$ cat src/rtl/toy_multi_controller.sv
// Multi-cycle control FSM for a 16-bit toy CPU: sequences fetch, decode, execute,
// memory and write-back, and decodes the datapath strobes from state and instruction.
module toy_multi_controller (
    input  logic        clk,
    input  logic        rst,
    input  logic [15:0] instr,
    input  logic        mem_ready,
    input  logic        z,
    input  logic        c,
    output logic [2:0]  alu_op,
    output logic        alu_src_sel,
    output logic        mem_rd,
    output logic        mem_wr,
    output logic        ir_we,
    output logic        pc_we,
    output logic        reg_we,
    output logic        pc_src_sel,
    output logic        wb_sel,
    output logic [2:0]  state,
    output logic        halted,
    output logic        illegal
);

    typedef enum logic [2:0] {
        StFetch  = 3'd0,
        StDecode = 3'd1,
        StExec   = 3'd2,
        StMem    = 3'd3,
        StWb     = 3'd4,
        StHalt   = 3'd5
    } state_e;

    state_e r_state;
    state_e w_state_next;
    logic   r_z_flag;
    logic   r_c_flag;

    logic [3:0] w_opcode;
    logic       w_is_rtype;
    logic       w_is_addi;
    logic       w_is_load;
    logic       w_is_store;
    logic       w_is_jz;
    logic       w_is_jc;
    logic       w_is_jmp;
    logic       w_is_halt;
    logic       w_is_illegal;
    logic       w_br_taken;
    logic       w_flag_we;
    logic       w_unused;

    // Immediate and register fields feed the datapath, not this controller.
    assign w_unused = ^instr[11:0];

    assign w_opcode     = instr[15:12];
    // 0000, 0001, 0100..0111; 0010/0011 are holes in the R-type range.
    assign w_is_rtype   = !w_opcode[3] && (w_opcode[2:1] != 2'b01);
    assign w_is_addi    = (w_opcode == 4'b1000);
    assign w_is_load    = (w_opcode == 4'b1001);
    assign w_is_store   = (w_opcode == 4'b1010);
    assign w_is_jz      = (w_opcode == 4'b1011);
    assign w_is_jc      = (w_opcode == 4'b1100);
    assign w_is_jmp     = (w_opcode == 4'b1101);
    assign w_is_halt    = (w_opcode == 4'b1111);
    assign w_is_illegal = !(w_is_rtype || w_is_addi || w_is_load || w_is_store ||
                            w_is_jz || w_is_jc || w_is_jmp || w_is_halt);

    // Branches test the flags left by an earlier instruction, never the live z/c.
    assign w_br_taken = w_is_jmp || (w_is_jz && r_z_flag) || (w_is_jc && r_c_flag);
    assign w_flag_we  = (r_state == StExec) && (w_is_rtype || w_is_addi);

    always_ff @(posedge clk) begin
        if (rst) begin
            r_state  <= StFetch;
            r_z_flag <= 1'b0;
            r_c_flag <= 1'b0;
        end else begin
            r_state <= w_state_next;
            if (w_flag_we) begin
                r_z_flag <= z;
                r_c_flag <= c;
            end
        end
    end

    always_comb begin
        w_state_next = StFetch;
        alu_op       = 3'b000;
        alu_src_sel  = 1'b0;
        mem_rd       = 1'b0;
        mem_wr       = 1'b0;
        ir_we        = 1'b0;
        pc_we        = 1'b0;
        reg_we       = 1'b0;
        pc_src_sel   = 1'b0;
        wb_sel       = 1'b0;
        halted       = 1'b0;
        illegal      = 1'b0;

        case (r_state)
            StFetch: begin
                mem_rd = 1'b1;
                if (mem_ready) begin
                    ir_we        = 1'b1;
                    pc_we        = 1'b1;
                    w_state_next = StDecode;
                end else begin
                    w_state_next = StFetch;
                end
            end
            StDecode: begin
                if (w_is_halt) begin
                    w_state_next = StHalt;
                end else if (w_is_illegal) begin
                    illegal      = 1'b1;
                    w_state_next = StFetch;
                end else begin
                    w_state_next = StExec;
                end
            end
            StExec: begin
                if (w_is_rtype) begin
                    alu_op       = instr[14:12];
                    w_state_next = StWb;
                end else if (w_is_addi) begin
                    alu_src_sel  = 1'b1;
                    w_state_next = StWb;
                end else if (w_is_load || w_is_store) begin
                    alu_src_sel  = 1'b1;
                    w_state_next = StMem;
                end else begin
                    pc_we        = w_br_taken;
                    pc_src_sel   = w_br_taken;
                    w_state_next = StFetch;
                end
            end
            StMem: begin
                mem_rd = w_is_load;
                mem_wr = w_is_store;
                if (mem_ready) begin
                    w_state_next = w_is_load ? StWb : StFetch;
                end else begin
                    w_state_next = StMem;
                end
            end
            StWb: begin
                reg_we       = 1'b1;
                wb_sel       = w_is_load;
                w_state_next = StFetch;
            end
            StHalt: begin
                halted       = 1'b1;
                w_state_next = StHalt;
            end
            default: w_state_next = StFetch;
        endcase

        // Reset wins over everything so an abandoned instruction cannot write.
        if (rst) begin
            alu_op      = 3'b000;
            alu_src_sel = 1'b0;
            mem_rd      = 1'b0;
            mem_wr      = 1'b0;
            ir_we       = 1'b0;
            pc_we       = 1'b0;
            reg_we      = 1'b0;
            pc_src_sel  = 1'b0;
            wb_sel      = 1'b0;
            halted      = 1'b0;
            illegal     = 1'b0;
        end
    end

    assign state = r_state;

endmodule

$ cat config.mk
export PLATFORM = sky130hd
export DESIGN_NAME = toy_multi_controller
export DESIGN_NICKNAME = d
export VERILOG_FILES = /design/src/rtl/toy_multi_controller.sv
export SDC_FILE = /design/constraint.sdc
export NUM_CORES = 1
export LEC_CHECK = 0
export BUFFER_PORTS_ARGS = -buffer_cell sky130_fd_sc_hd__buf_2
export CORE_MARGIN = 2
export CORE_UTILIZATION = 40
export CTS_CLUSTER_SIZE = 10
export DETAILED_ROUTE_END_ITERATION = 8
export GPL_TIMING_DRIVEN = 0
export PLACE_DENSITY = 0.83
export SKIP_LAST_GASP = 1
export SYNTH_ARGS = -nofsm -noshare
export SYNTH_HDL_FRONTEND = slang
export SYNTH_SLANG_ARGS = --single-unit
$ cat constraint.sdc
create_clock -name clk -period 1.9 [get_ports clk]
set_clock_uncertainty 0.2 [all_clocks]
set_input_delay 0.285 -clock clk [delete_from_list [all_inputs] [get_ports clk]]
set_output_delay 0.285 -clock clk [all_outputs]
set_load 0.01 [all_outputs]
; Word level (Yosys, flattened, before mapping)
; Cells that the tools add are included.
; Widths: inputs -> output; s select.
[totals]
word_cells = 73
out_inout_bits = 16
reg_bits = 5
input_bits = 21
[classes]
eq_ne = 13
reduce_logical = 16
mux = 41
[ops]
columns = operator, n
row1 = $eq 4x4->1 const B, 7
row2 = $mux 1, 28
row3 = $mux 3, 8
row4 = $pmux 3 s5, 1
row5 = $logic_or 1x1->1, 10
row6 = $eq 3x2->1 const B, 2
row7 = $eq 3x3->1 const B, 2
row8 = $logic_and 1x1->1, 4
row9 = $mux 2, 2
row10 = $pmux 1 s2, 2
row11 = $eq 3x1->1 const B, 1
row12 = $logic_not 3->1, 1
row13 = $ne 2x1->1 const B, 1
row14 = $logic_not 1->1, 1

; Longest topological paths before layout
[depth]
depth_word = 13
depth_mapped = 4
ltp_nobuf = 3

; Worst setup path before layout
; No wires, ideal clock.
[synth_timing]
path_type = register to output
startpoint = register r_state[2], in the netlist state[2]
endpoint = output alu_src_sel
n_path_buf = 1
path_slack_ps = 48
path_stages_with_launch = 4
t_arrival_ps = 1367
required_ps = 1415
path_cell_list = dfxtp_1 buf_2 or4b_4 a211oi_1
[synth_via]
elab_chain_cells = 3
[synth_lines]
columns = element, line_no
row1 = "start, declared", 33  ; state_e r_state;
row2 = "start signal, assigned", 74  ; r_state <= StFetch;
row3 = "start signal, assigned", 78  ; r_state <= w_state_next;
row4 = $eq 3x2->1, 100  ; case (r_state)
row5 = $mux 1, 100
row6 = $mux 1, 159  ; if (rst) begin
row7 = "end, declared", 11  ; output logic alu_src_sel,
; Every way passes these cells.

; Worst setup path after layout
[layout_timing]
startpoint = register r_state[2], in the netlist state[2]
endpoint = output alu_op[0]
[layout_via]
elab_chain_cells = 3
[layout_lines]
columns = element, line_no
row1 = $eq 3x2->1, 100
row2 = $mux 3, 100
row3 = $mux 3, 159
row4 = "end, declared", 10  ; output logic [2:0] alu_op,
; Every way passes these cells.

==> flow_summary_export.csv <==
group,metric,value,unit
finish,num-fill-cells,121,
critical_path,r2r_slack,380,ps
detailed_routing,wl,1531,µm
synth,synth_cell_types,37,
floorplanning,fp.dieH,41.35,µm
finish,drive_gt1_frac,0.4653,
power_and_ir_drop,swShare,0.3073,
global_routing,grt_usage,0.2113,
critical_path,arrival,1510,ps
global_routing,antenna_found_initial,0,
timing,timing.hold.ws,92.93,ps
timing,setup_viol_count_final,5,
global_routing,grt_pass1_wl,2380,µm
timing,final_hold_viol_count,0,
floorplanning,row_count,13,
critical_path,setup.worst_path.end_class,"output port",
critical_path,start_kind,"flip-flop",
synth,yosysWarnings,0,
clocking,clk_latency,230,ps
detailed_routing,via_per_inst,5.724,
synth,synth_seq_cells,5,
critical_path,path_cells,"or4b_4 > nor2_4 > and3_1 > buf_2",
detailed_routing,vias,664,
worst_hold_path,hold_class,"input pin to flip-flop",
synth,async_flop_share,0,
placed_design,dp.cells,111,
timing,slew_violations,0,
clocking,cts_made_buffers,3,
synth,avgSynthCellArea,7.541,µm²
finish,fin_area,803.3,µm²
synth,synth_top_area_share,0.1794,
power_and_ir_drop,power.leakage,0.3993,nW
finish,stdcell_count,116,
critical_path,cp_slowest_cell,"or4b_4",
synth,syn_nets,95,
synth,synth_area_leader_cell,"dfxtp_1",
synth,synth_edf_count,0,
power_and_ir_drop,power_frac_clock,0.339,
detailed_routing,route.detailed.drc,0,
critical_path,ff2ff_path_depth,4,
placed_design,io_buffers,22,
power_and_ir_drop,power.density,442.4,nW/µm²
timing,grt_setup_unrepaired,"true",
detailed_routing,drt_iter0_markers,14,
clocking,clkTransAtPathRegs,50,ps
detailed_routing,avgRoutedWirePerCell,13.20,µm
critical_path,reg2reg_from,"state[2]$_SDFF_PP0_",
power_and_ir_drop,p_sw,0.0001092,W
placed_design,placed_area,686.9,µm²
placed_design,hpwl,1071,µm
critical_path,slowest_delay,550,ps
power_and_ir_drop,p_int,0.0002462,W
clocking,cts.hold.buffers_added,0,
floorplanning,core-area,1301,µm²
timing,finalCriticalPeriod,1997,ps
clocking,clock_sink_count,5,
critical_path,crit_type,"flip-flop to output port",
timing,setup_ws,-96.65,ps
finish,fin_util,0.6173,
floorplanning,die_w,41.35,µm
power_and_ir_drop,irDropWorstVdd,0.0003622,V
clocking,cts_buffer_depth,2,
detailed_routing,first_pass_iters,4,
status,outcome,"finished with violations",
worst_hold_path,hold_end,"r_z_flag$_SDFFE_PP0P_",
floorplanning,ios,37,
placed_design,gp_congestion,0.8844,
detailed_routing,postRouteAntennaNets,0,
finish,diodes,0,
status,violations,"negative setup slack",
critical_path,rr_endpoint,"r_c_flag$_SDFFE_PP0P_",
global_routing,grt_max_degree,11,
critical_path,cp_max_fo,3,
timing,period_share,1.051,
critical_path,cp.required,1410,ps
floorplanning,die_area,1710,µm²
clocking,h-tree-depth,1,
timing,max_freq,0.5008,GHz
power_and_ir_drop,comb_power_share,0.332,
worst_hold_path,holdPathStages,3,
flow_run,drv_cap,0,
synth,synth_area,558.0,µm²
synth,synth_area_leaders,"dfxtp_1 (18%), nand2b_1 (7.8%), and3_1 (6.7%)",
timing,max_slew.worst_pin.slew,379.5,ps
worst_hold_path,min_from,"z",
clocking,clockRootBuffer,"clkbuf_4",
timing,slew_headroom,0.7434,
synth,synthCells,74,
finish,syn2layout_area_growth,43.95,%
clocking,tritoncts,"yes",
finish,nets,123,
floorplanning,start_util,0.4288,
power_and_ir_drop,p_seq_frac,0.329,
synth,dominantRegCellSynth,"dfxtp_1",
global_routing,gr-total-overflow,0,
global_routing,grt_pass1_vias,575,
synth,ys_seq_area_frac,0.1794,
==> final cells by class <==
class                   count  area [µm²]  area share
multi-input cells          59       455.4      0.5670
inverters                   2       7.507    0.009346
flip-flops and latches      5       106.4      0.1324
clock buffers               4       26.28     0.03271
well taps                  15       18.77     0.02336
repair buffers             24       131.4      0.1636
plain buffers               7       57.56     0.07165
==> worst max-delay path by stage <==
| stage | start | endpoint | slack, ps | cells past startpoint |
|---|---|---|---|---|
| after floorplan | state[2]$_SDFF_PP0_ | alu_src_sel | 50 | 3 |
| after global placement | instr[13] | mem_rd | -50 | 6 |
| after detailed placement | instr[13] | mem_rd | -80 | 6 |
| after CTS | state[2]$_SDFF_PP0_ | alu_op[1] | -110 | 4 |
| after global routing | state[1]$_SDFF_PP0_ | alu_op[1] | -140 | 4 |
| final | state[2]$_SDFF_PP0_ | alu_op[0] | -100 | 4 |
==> routing by layer <==
metal	track usage	wire, µm	vias up
li1	-	-	327
met2	0.3945	832	16
met5	0	0	-
met3	0.01596	58	0
met4	0.09677	0	0
met1	0.2404	640	321
==> worst max-delay path, delay by kind of cell (launching register included) <==
| family | cells | cell delay, ps |
|---|---|---|
| simple gates | 3 | 820 |
| flops | 1 | 340 |
| buf+inv | 1 | 120 |
==> power groups by stage <==
| stage | Combinational, W | Clock (W) | Sequential, W |
|---|---|---|---|
| 2_1_floorplan | 0.0000687 | 0 | 0.000117 |
| 3_3_place_gp | 0.0000978 | 0 | 0.000116 |
| 3_5_place_dp | 0.0000999 | 0 | 0.000116 |
| 4_1_cts | 0.000108 | 0.000127 | 0.000113 |
| 5_1_grt | 0.000130 | 0.000132 | 0.000117 |
| 6_report | 0.000118 | 0.000120 | 0.000117 |
==> cell families after synthesis <==
kind of cell | Yosys count | share of synthesized area
mux | 2 | 0.03588
simple gates | 41 | 0.4709
buf+inv | 10 | 0.09193
compound gates | 15 | 0.2063
flops | 5 | 0.1794
xor+xnor | 1 | 0.01570
==> flip-flops by register name, summed over array words and instances, names as in the netlist <==
signal,flops
r_c_flag,1
r_z_flag,1
state,3
==> repair_timing <==
action,in CTS,in global routing
hold endpoints to repair,0,0
setup buffers,1,1
pin swaps,4,4
endpoints found under the setup margin,9,10
resized for setup,11,11
==> synth_stat cells (all sizes together), types with 3 or more instances <==
cell type / count
nand2b: 7
and3: 6
buf: 5
nor2: 6
dfxtp: 5
clkbuf: 3
nand2: 4
o21ai: 3
==> cell usage in the layout, fill, tap and decap left out, types with 2 or more instances in the layout <==
cell and n:
a22o_1 2, and2_1 2, and3_1 5, and3b_1 2, buf_2 24, buf_4 2
buf_6 3, clkbuf_4 3, dfxtp_1 2, dfxtp_2 2, inv_1 2, mux2i_1 2
nand2_1 4, nand2b_1 6, nand3_1 2, nor2_1 5, nor3b_1 2, o21ai_0 3
==> through the flow <==
| step | TNS [ps] | setup WS [ps] | total power [W] |
|---|---|---|---|
| after floorplan | 0 | 48.20 | 0.0001853 |
| after global placement | -50.13 | -50.13 | 0.0002134 |
| after detailed placement | -79.48 | -79.48 | 0.0002156 |
| after CTS | -454.5 | -111.5 | 0.0003482 |
| after global routing | -586.5 | -140.8 | 0.0003785 |
| final | -261.8 | -96.65 | 0.0003554 |
Power figures use the tool's default switching activity.
